<file path="config.mk">
export PLATFORM = sky130hd
export DESIGN_NAME = product_accumulator
export DESIGN_NICKNAME = d
export VERILOG_FILES = /design/src/rtl/product_accumulator.sv
export SDC_FILE = /design/constraint.sdc
export NUM_CORES = 1
export LEC_CHECK = 0
export CAP_MARGIN = 20
export CORE_MARGIN = 3
export CORE_UTILIZATION = 45
export CTS_CLUSTER_SIZE = 12
export DETAILED_ROUTE_END_ITERATION = 7
export GPL_ROUTABILITY_DRIVEN = 0
export PLACE_DENSITY = 0.86
export SETUP_SLACK_MARGIN = 0.15
export SYNTH_ARGS = -nofsm -noshare
export SYNTH_HDL_FRONTEND = slang
export SYNTH_SLANG_ARGS = --single-unit
export TNS_END_PERCENT = 1
</file>
<file path="constraint.sdc">
create_clock -name clk -period 3.2 [get_ports clk]
set_input_delay 0.8 -clock clk [delete_from_list [all_inputs] [get_ports clk]]
set_output_delay 0.8 -clock clk [all_outputs]
set_load 0.005 [all_outputs]
</file>
<file path="src/rtl/product_accumulator.sv">
// product_accumulator: accumulates a programmed number of 8-bit products from
// the array multiplier into an ACC_WIDTH-bit sum. The sum wraps modulo
// 2^ACC_WIDTH, and a sticky overflow flag records any carry out during the job.
//
// Handshakes: a transfer on either port happens on a rising edge where both
// valid and ready are high. Neither ready depends combinationally on its valid:
// in_ready, out_valid and busy decode purely from the registered state. Once
// out_valid is high, out_sum and out_overflow do not change until out_ready is
// seen.
//
// State encoding, visible on dbg_state: IDLE=0, ACCUM=1, DONE=2.

module product_accumulator #(
  parameter int ACC_WIDTH   = 16,
  parameter int COUNT_WIDTH = 4
) (
  input  logic                   clk,
  input  logic                   rst,
  input  logic                   start,
  input  logic [COUNT_WIDTH-1:0] len,
  input  logic                   in_valid,
  output logic                   in_ready,
  input  logic [7:0]             in_product,
  output logic                   out_valid,
  input  logic                   out_ready,
  output logic [ACC_WIDTH-1:0]   out_sum,
  output logic                   out_overflow,
  output logic                   busy,
  output logic [1:0]             dbg_state
);

  typedef enum logic [1:0] {
    IDLE  = 2'd0,
    ACCUM = 2'd1,
    DONE  = 2'd2
  } state_t;

  state_t                 state;
  state_t                 state_next;
  logic [ACC_WIDTH-1:0]   acc;
  logic                   overflow;
  logic [COUNT_WIDTH-1:0] remaining;

  logic                   in_fire;
  logic                   out_fire;
  logic                   job_start;
  logic                   last_product;
  logic [ACC_WIDTH:0]     sum_ext;

  // One extra bit on the adder captures the carry out of ACC_WIDTH.
  assign sum_ext      = {1'b0, acc} + (ACC_WIDTH + 1)'(in_product);
  assign in_fire      = (state == ACCUM) && in_valid;
  assign out_fire     = (state == DONE) && out_ready;
  // A job starts from IDLE, or from DONE in the same cycle the result leaves.
  assign job_start    = start && ((state == IDLE) || out_fire);
  assign last_product = in_fire && (remaining == COUNT_WIDTH'(1));

  // State register.
  always_ff @(posedge clk) begin
    if (rst) begin
      state <= IDLE;
    end else begin
      state <= state_next;
    end
  end

  // Next-state decode.
  always_comb begin
    state_next = state;
    case (state)
      IDLE: begin
        if (start) begin
          state_next = (len == '0) ? DONE : ACCUM;
        end
      end
      ACCUM: begin
        if (last_product) begin
          state_next = DONE;
        end
      end
      DONE: begin
        if (out_fire) begin
          if (start) begin
            state_next = (len == '0) ? DONE : ACCUM;
          end else begin
            state_next = IDLE;
          end
        end
      end
      default: state_next = IDLE;
    endcase
  end

  // Datapath: clear on job start, add one product per input transfer.
  always_ff @(posedge clk) begin
    if (rst) begin
      acc       <= '0;
      overflow  <= 1'b0;
      remaining <= '0;
    end else if (job_start) begin
      acc       <= '0;
      overflow  <= 1'b0;
      remaining <= len;
    end else if (in_fire) begin
      acc       <= sum_ext[ACC_WIDTH-1:0];
      overflow  <= overflow | sum_ext[ACC_WIDTH];
      remaining <= remaining - COUNT_WIDTH'(1);
    end
  end

  // Outputs decode from registered state only.
  always_comb begin
    in_ready     = 1'b0;
    out_valid    = 1'b0;
    busy         = 1'b0;
    out_sum      = acc;
    out_overflow = overflow;
    dbg_state    = state;
    case (state)
      ACCUM: begin
        in_ready = 1'b1;
        busy     = 1'b1;
      end
      DONE: begin
        out_valid = 1'b1;
        busy      = 1'b1;
      end
      default: begin
        in_ready  = 1'b0;
        out_valid = 1'b0;
        busy      = 1'b0;
      end
    endcase
  end

endmodule

</file>
## Word-level counts from Yosys, hierarchy flattened

Cells that the tools add are included.

- Add/sub/neg operators: 2
- Equality and inequality tests: 6
- Mux-type cells: 11
- Bitwise gates (word level): 1
- Reduce and logical (&&, ||, !) cells: 11

Operator list:

| kind | number |
|---|---|
| adder 16 x 8 -> 17 bit | 1 |
| 2-to-1 mux 2 bit | 5 |
| 2-to-1 mux 4 bit | 2 |
| != test 2 bit (second input constant) | 3 |
| one-hot mux 2 bit (3 select lines) | 1 |
| equality test 4 x 1 -> 1 bit (second input constant) | 1 |
| logical AND 1 bit | 4 |
| logical NOT 4 bit | 1 |
| OR reduction 2 bit | 2 |
| subtractor 4 x 1 -> 4 bit (second input constant) | 1 |
| 2-to-1 mux 1 bit | 3 |
| AND reduction 3 bit | 1 |
| equality test 2 x 1 -> 1 bit (second input constant) | 1 |
| equality test 2 bit (second input constant) | 1 |
| logical NOT 2 bit | 1 |
| nonzero test 2 bit | 1 |
| logical OR 1 bit | 1 |
| bitwise OR 1 bit | 1 |

- Register bits: 23
- Output and inout bits: 22

## Longest topological paths before layout

Gate-level depths: netlist of run 1.

- Depth after elaboration: 5
- Mapped depth: 8
- Gate-level depth less buffers: 7

## Least setup slack after synthesis of run 1

Ideal clock, no wire load.

- Path type: in2reg
- Start: input in_product[0]
- End: register acc[12] (netlist: out_sum[12])
- Setup time: 128 ps
- Arrival: 2061 ps
- Path slack: 1011 ps
- Stages on the path: 7
- Cell sequence: ha_1 -> fa_1 -> nand3_1 -> a211oi_2 -> o211ai_1 -> xor2_1 -> nor2_1

- Word-level cells in the longest chain between the ends: 1

RTL lines:

| item | line | source |
|---|---|---|
| from (decl) | 23 | `input logic [7:0] in_product,` |
| adder 16 x 8 -> 17 bit | 51 | `assign sum_ext = {1'b0, acc} + (ACC_WIDTH + 1)'(in_product);` |
| to (signal assigned) | 105 | `acc <= sum_ext[ACC_WIDTH-1:0];` |
| to (decl) | 40 | `logic [ACC_WIDTH-1:0] acc;` |

No other way between the ends.
A chain may end at the register's enable or synchronous reset.

## Worst setup path in the final report of run 1

- Start: input in_product[0]
- End: register acc[10] (netlist: out_sum[10])

Same word-level chain as after synthesis.

==> results.txt, run 1 <==
- Residual DRC count: 0
- The kind of cell with the highest combined delay along the critical path is compound AO/OA/AOI/OAI gates.
* Crit-path slowest cell: sky130_fd_sc_hd__clkdlybuf4s50_1
- Row generation in the floorplan step produced 19 rows.
- Pins Over Slew Limit: 0
- Final number of hold-violating endpoints: 0
- In this run the worst path has a maximum fanout of 5.
* Maxcap violations: 0
- STA puts the critical path data required time at 3450 ps.
* Post-Route Setup TNS: 0 ps
- Most area-consuming cells after synthesis: sky130_fd_sc_hd__dfxtp_1 (33%), sky130_fd_sc_hd__ha_1 (13%), sky130_fd_sc_hd__a21oi_1 (7.2%)
- Number of flops mapped to enable cells by yosys: 0
* Setup ws final: 763.2 ps
* Worst Setup End Kind: flop
- Peak supply drop: 399.9 µV
- Counting flops and latches in the post-synthesis netlist gives 23.
- CP cell instances: clkdlybuf4s50_1 > ha_1 > fa_1 > nand3_1 > a211oi_2 > o21ai_0 > xor2_1 > nor2_1
- Counting the fill cells in the layout gives 265.
- Buffers inserted during clock tree synthesis total 3.
* Seq/Total Area, Yosys: 32.97%
- Hold WC Path Type: flop to flop
* Setup-violating endpoint count in the final report: 0
* TritonCTS clock tree: built
- Counting flops with an async set or reset pin after synthesis yields a share of 0%.
- Initial antenna violation count: 0
* Status: completed
- For the worst flop-to-flop path, the logic depth is 7.
- Mean area per synthesized cell: 8.214 µm²
* Total number of clock tree sinks: 23
- Before antenna repair, the detailed router went through 6 iterations.
* Power density of the placed cells: 503.8 nW/µm²
- The worst setup path is launched from an input pin.
- The initial utilization of the core area, before any placement, comes to 48.95%.
* Area taken by flip-flops and latches: 460.4 µm²
- For the pin with the worst max-slew slack, the measured transition is 629.5 ps.
* Drt via density: 5.508
- Average routed wire per standard cell: 13.22 µm
- The mapped netlist covers 1396 µm².
- Post-detailed-placement half-perimeter wirelength: 2469 µm
- Min cycle time layout: 2437 ps
- In this run the register-to-register setup slack is 1330 ps.
- Chip Height: 61.71 µm
- Detailed routing inserted a total of 1322 vias.
* Fraction of the core area covered by cells at the end of the flow: 64.43%
- Largest area contributor in the synthesized netlist: sky130_fd_sc_hd__dfxtp_1
- Mapped Nets: 202
* Worst Min Path Start: out_overflow
* Gr usage total: 18.48%
- Setup repair after global routing left no endpoint under its margin.
- Footprint of the multi-input gates: 889.6 µm²
- Top cell type's share of synthesized area: 32.97%
- Antenna diodes: 0
- Ranking of synthesized cells by instance count: sky130_fd_sc_hd__dfxtp_1 (23), sky130_fd_sc_hd__nand2_1 (23), sky130_fd_sc_hd__a21oi_1 (20)
- Placement-stage cell area: 1810 µm²
- For this run, the post-layout net count is 242.
- Clock latency of the later-clocked register in the worst-skew pair: 320 ps
- PortBufs: 38
- Final standard cell area without fillers: 1838 µm²
- Maximum number of pins on one net before global-route repair: 14
- The first global-routing pass estimated 5395 µm of wire.
* Critical register-to-register path endpoint: out_sum[10]
- H-tree level count: 1
- The number of global-route vias before repair came to 1268.
- For this run, the slowest stage of the critical path takes 470 ps.
- The number of hold buffers added after CTS was 0.
- Of the available clock period, the critical path in the final layout requires 76.15%.
- The worst hold path was traced through 2 stages.
- Ports: 39
* Buffer count from post-CTS setup fixing: 0
* CTS clock-pin slew for the worst setup and hold paths: 130 ps
- Number of instances in the synthesized netlist: 170
* Post-Route WL: 3173 µm
* Clock Tree Buf Depth: 2
- Count of different cell masters after synthesis: 36
- Measured against its own limit, the worst slew margin works out to 57.94%.
* Layout-stage area growth over the synthesis result: 31.63%
- Worst slack after detailed placement: 433.4 ps
* Cell at the root of the clock tree: sky130_fd_sc_hd__clkbuf_4
- Placeable Area: 2853 µm²
- For hold timing, the worst endpoint is out_overflow.
- Critical path buffer and inverter count: 1
- Final worst clock skew: 11.98 ps
- The detailed router finished its first iteration with 56 violations.
- Worst reg2reg startpoint: out_sum[0]
* Number of gates given a new drive strength after cts: 0
- The analysis attributes to cell leakage a power of 0.6816 nW.
* Count of antenna-violating nets left after detailed routing: 0
- Worst Path Arrival: 2690 ps
- The die is 61.71 µm wide.
- Global-route congestion overflow total: 0
- The die covers 3808 µm².
- In the synthesized netlist the dominant register cell turns out to be sky130_fd_sc_hd__dfxtp_1.
- Proportion of layout cells with a drive suffix above 1: 4.785%
* Highest attainable clock frequency: 410.4 MHz
- Number of warnings issued by yosys: 0
- The setup path with the least slack is of type input pin to flop.
-- worst max path at each step --
stage	startpoint	to	slack [ps]	cells after the start
floorplan	in_product[0]	out_sum[12]	1010	7
global placement	in_product[0]	out_sum[14]	440	8
detailed placement	in_product[1]	out_sum[11]	430	7
CTS	in_product[0]	out_sum[10]	770	8
global route	in_product[1]	out_sum[9]	530	7
finish	in_product[0]	out_sum[10]	760	8
-- worst reg2reg max path, stage by stage, from the launching register on --
cell and delay (ps):
sky130_fd_sc_hd__dfxtp_1 380, sky130_fd_sc_hd__ha_1 220, sky130_fd_sc_hd__fa_1 230, sky130_fd_sc_hd__nand3_1 160, sky130_fd_sc_hd__a211oi_2 380, sky130_fd_sc_hd__o21ai_0 180
sky130_fd_sc_hd__xor2_1 170, sky130_fd_sc_hd__nor2_1 90
-- layout make-up --
type / count / share of cell area (%)
clock buffers: 3 / 1.225
clock inverters: 1 / 0.2723
inverters: 7 / 1.430
multi-input cells: 135 / 48.40
flip-flops and latches: 23 / 25.05
well taps: 31 / 2.110
repair buffers: 40 / 21.51
-- flip-flops by register name, indices dropped and copies added (netlist names) --
register,flops
out_sum,16
remaining,4
out_overflow,1
dbg_state,2
-- metal layers --
layer / wire length [µm] / GRT usage [%]
met4: 0 / 2.424
met3: 159 / 5.165
met5: 0 / 0
met2: 1525 / 30.04
met1: 1489 / 25.19
-- cells in the final DEF (no fill, tap or decap), types with 2 or more instances in the layout --
master / instances
sky130_fd_sc_hd__clkdlybuf4s50_1: 38
sky130_fd_sc_hd__nand2_1: 23
sky130_fd_sc_hd__dfxtp_1: 23
sky130_fd_sc_hd__a21oi_1: 20
sky130_fd_sc_hd__nor2_1: 16
sky130_fd_sc_hd__ha_1: 14
sky130_fd_sc_hd__o21ai_0: 12
sky130_fd_sc_hd__inv_1: 7
sky130_fd_sc_hd__xor2_1: 6
sky130_fd_sc_hd__a211oi_1: 5
sky130_fd_sc_hd__or3_1: 4
sky130_fd_sc_hd__nand3_1: 4
sky130_fd_sc_hd__xnor2_1: 4
sky130_fd_sc_hd__a21o_1: 3
sky130_fd_sc_hd__mux2i_1: 3
sky130_fd_sc_hd__clkbuf_4: 3
sky130_fd_sc_hd__o211ai_2: 2
sky130_fd_sc_hd__nor4_1: 2
sky130_fd_sc_hd__buf_4: 2
-- kinds of logic after synthesis --
logic type	share of synthesized area, %
XOR/XNOR	6.272
multiplexers	2.151
flip-flops	32.97
AO/OA/AOI/OAI	24.02
buffers and inverters	3.315
adder cells (fa/ha/maj)	13.98
AND/OR/NAND/NOR	17.29
-- power by group --
group	switching (W)	internal [W]	leakage [nW]
sequential	0.0000363	0.000323	0.187
clock	0.0000887	0.0000467	0.0177
combinational	0.000215	0.000216	0.477
-- through the flow --
stage | power [W] | instances | hold WS (ps)
CTS | 0.0009345 | 240 | 459.0
global route | 0.001004 | 240 | 497.8
detailed placement | 0.0007962 | 236 | 441.0
global placement | 0.0007887 | 236 | 432.2
finish | 0.0009261 | 240 | 455.0
floorplan | 0.0006360 | 170 | 442.1
(Power assumes the default switching activity.)
==> run 2, diff against run 1 <==
Settings changed: CORE_UTILIZATION 45 to 43.
Clock period 3.2 ns to 2.05 ns, I/O delays scaled along.
==> run 2 against run 1 <==
  * Core utilization rose by 6.5 points
  * Clock power increased by 62%
  * Worst hold slack improved by 17 ps
  * Sequential share of layout area shrank 3.6 points
  * Total power grew 78%
  * Register-to-register slack got worse by 1100 ps
  * Critical path depth down 5
  * Flip-flop and latch count unchanged
  * Critical endpoint is now out_valid
  * First-iteration DRC count shrank 3.6%
==> results.txt, run 2 (synthesis results as in run 1) <==
- Placeable Area: 3078 µm² (+7.9%)
- The number of placed I/O pins came to 39 (unchanged).
- Worst min-delay path endpoint: out_overflow
* Count of antenna-violating nets left after detailed routing: 0 (unchanged)
- Cell at the root of the clock tree: sky130_fd_sc_hd__clkbuf_4
- Data required, critical path: 1540 ps (-1910 ps)
- Layout-stage area growth over the synthesis result: 56.36%
- Setup repair after global routing could not meet its margin everywhere.
* Vias in the first global route: 1436 (+13%)
- In this run the critical register-to-register path is launched from out_sum[0].
* Number of DRC markers in iteration 0: 54 (-3.6%)
- H-tree level count: 1 (unchanged)
* Post-detailed-placement half-perimeter wirelength: 2732 µm (+11%)
- The count of max-cap constraint violations is 0 (unchanged).
- The count of endpoints failing hold in the final timing report was 0 (unchanged).
- Antenna diodes: 0 (unchanged)
* CP cell instances: inv_2 > ha_4 > clkdlybuf4s50_1
- Number of placement rows: 20 (+1)
- The area taken by flip-flops and latches was 467.9 µm² (+1.6%).
- The starting density of the core is 45.37% (-3.6 points).
* Most common cell after layout, fill and taps aside: sky130_fd_sc_hd__clkdlybuf4s50_1
- Peak supply drop: 508.1 µV (+27%)
* Initial antenna violation count: 0 (unchanged)
- The cts-stage hold buffer count came to 0 (unchanged).
- Total of fill cells in the finished design: 238 (-10%)
- CTS clock-pin slew for the worst setup and hold paths: 130 ps (about the same)
* Worst Path Arrival: 1420 ps (-1270 ps)
- The worst max-slew margin expressed relative to the limit was 71.38% (+13 points).
- Clock latency of the later-clocked register in the worst-skew pair: 320 ps (about the same)
* Hold WC Path Type: flop to flop
- Critical register-to-register path endpoint: out_sum[12]
- The quantity of I/O buffers inserted on ports is 38 (unchanged).
- Clock buffers created by TritonCTS: 3 (unchanged)
- Final cycle utilization of the critical path: 94.44%
* Clock Tree Buf Depth: 2 (unchanged)
* Fraction of the core area covered by cells at the end of the flow: 70.94% (+6.5 points)
* Worst Setup End Kind: output pin
* Largest delay share family, worst path: buffers and inverters
* Final worst clock skew: 1.530 ps (-10.45 ps)
- Startpoint type of the worst setup path: flop
* Crit-path slowest cell: sky130_fd_sc_hd__clkdlybuf4s50_1
- Commonest cells after routing, fill and taps aside: sky130_fd_sc_hd__clkdlybuf4s50_1 (31), sky130_fd_sc_hd__buf_4 (26), sky130_fd_sc_hd__nand2_1 (23)
- The share of post-route cells with drive strength above 1 was 22.75% (+18 points).
- Worst-Margin Slew: 425.4 ps (-204.2 ps)
* Die area: 3967 µm² (+4.2%)
- Residual DRC count: 0 (unchanged)
* Die width: 62.99 µm (+2.1%)
* Total placed cells including tap cells: 268 (+14%)
- Status: completed
- Crit Path Max Fanout: 4 (-1)
- Number of stages on the worst hold path: 2 (unchanged)
- Timing would allow up to 516.5 MHz.
- Chip Height: 62.99 µm (+2.1%)
- The count of final max-slew check failures was 0 (unchanged).
- The total global routing track utilization came to 18.98% (+0.50 points).
- Footprint of the multi-input gates: 1022 µm² (+15%)
* TritonCTS clock tree: built
- By startpoint and endpoint, the worst setup path is classified as flop to output pin.
- The depth of the worst register-to-register path was 8 (+1).
* Total number of clock tree sinks: 23 (unchanged)
- Drt via density: 5.199 (-5.6%)
- The pin count of the biggest net entering global routing came to 13 (-1).
- The number of detailed-route iterations in the first pass is 4 (-2).
* Global-route wire length before repair: 6147 µm (+14%)
* Post-Route WL: 3762 µm (+19%)
- The total congestion overflow after global routing is 0 (unchanged).
- Power density of the placed cells: 753.1 nW/µm² (+49%)
* Critical path buffer and inverter count: 2 (+1)
- The worst path needs 1936 ps of the cycle, external delays included.
- The highest cell delay on the worst timing path was 500 ps (+30 ps).
- The worst-case hold slack is 471.7 ps (+16.75 ps).
- Setup-violating endpoint count in the final report: 0 (unchanged)
* Worst Min Path Start: out_overflow
- The count of nets after finishing is 266 (+9.9%).
* Leakage power figure: 0.8505 nW (+25%)
* Reg-to-reg setup timing slack: 250 ps (-1080 ps)
- Non-filler cells, final: 277 (+15%)
* Largest register FFs: 16 (unchanged)
- Via count: 1440 (+8.9%)
- Average routed wire per standard cell: 13.58 µm (+2.7%)
run 2: cell count changes in the layout (fill, tap and decap cells not counted), moves of 3 or more:
cell                              previous run  this run
sky130_fd_sc_hd__buf_4                       2        26
sky130_fd_sc_hd__ha_4                        0         7
sky130_fd_sc_hd__dlymetal6s2s_1              0         5
sky130_fd_sc_hd__a21oi_1                    20        17
sky130_fd_sc_hd__clkdlybuf4s50_1            38        31
sky130_fd_sc_hd__a21oi_2                     0         3
sky130_fd_sc_hd__o21ai_0                    12         9
sky130_fd_sc_hd__ha_1                       14         6
run 2: area by class of cell:
| class | instances | share of cell area, % |
|---|---|---|
| clock buffers | 4 | 1.203 |
| well taps | 44 | 2.521 |
| flip-flops and latches | 23 | 21.43 |
| inverters | 7 | 1.203 |
| multi-input cells | 135 | 46.82 |
| repair buffers | 64 | 26.82 |
run 2: metrics by stage:
step	instance area [µm²]	setup slack (ps)	total power (W)	TNS [ps]
6_report	2183	114.0	0.001644	0
2_1_floorplan	1401	182.4	0.0009947	0
3_3_place_gp	1974	-384.7	0.001295	-4217
3_5_place_dp	1974	-441.9	0.001321	-4879
4_1_cts	2043	19.29	0.001561	0
5_1_grt	2183	60.26	0.001767	0
run 2: worst max-delay path by stage:
| stage | startpoint | end | slack, ps | depth (start not counted) |
|---|---|---|---|---|
| 6_report | dbg_state[0] | out_valid | 110 | 3 |
| 3_5_place_dp | in_product[0] | out_sum[6] | -440 | 9 |
| 4_1_cts | in_product[3] | out_sum[12] | 20 | 8 |
| 2_1_floorplan | in_product[0] | out_sum[12] | 180 | 7 |
| 3_3_place_gp | in_product[1] | out_sum[13] | -380 | 7 |
| 5_1_grt | dbg_state[0] | out_valid | 60 | 3 |
run 2: what timing repair did:
action | CTS | global route
setup endpoints to repair | 16 | 14
gates resized for setup | 12 | 24
pin swaps | 5 | 10
setup buffers | 2 | 3
run 2: layer usage:
| layer | global-route usage [%] | share of wire, % | up-vias |
|---|---|---|---|
| met2 | 33.20 | 53 | 27 |
| met4 | 9.366 | 1.6 | 0 |
| met1 | 22.20 | 42 | 673 |
| met5 | 0 | 0 | - |
| li1 | - | - | 735 |
| met3 | 3.058 | 3.2 | 5 |
run 2: power by group:
part | switching [W] | internal (W) | leakage [nW]
registers | 0.0000701 | 0.000514 | 0.188
clock network | 0.000143 | 0.0000763 | 0.0150
logic | 0.000391 | 0.000450 | 0.647
run 2: worst register-to-register path, delay by kind of cell (launching register included):
| family | cells | cell delay (ps) |
|---|---|---|
| xor+xnor | 1 | 180 |
| buf+inv | 1 | 160 |
| simple gates | 2 | 150 |
| compound gates | 2 | 260 |
| flops | 1 | 350 |
| fa+ha+maj | 2 | 600 |
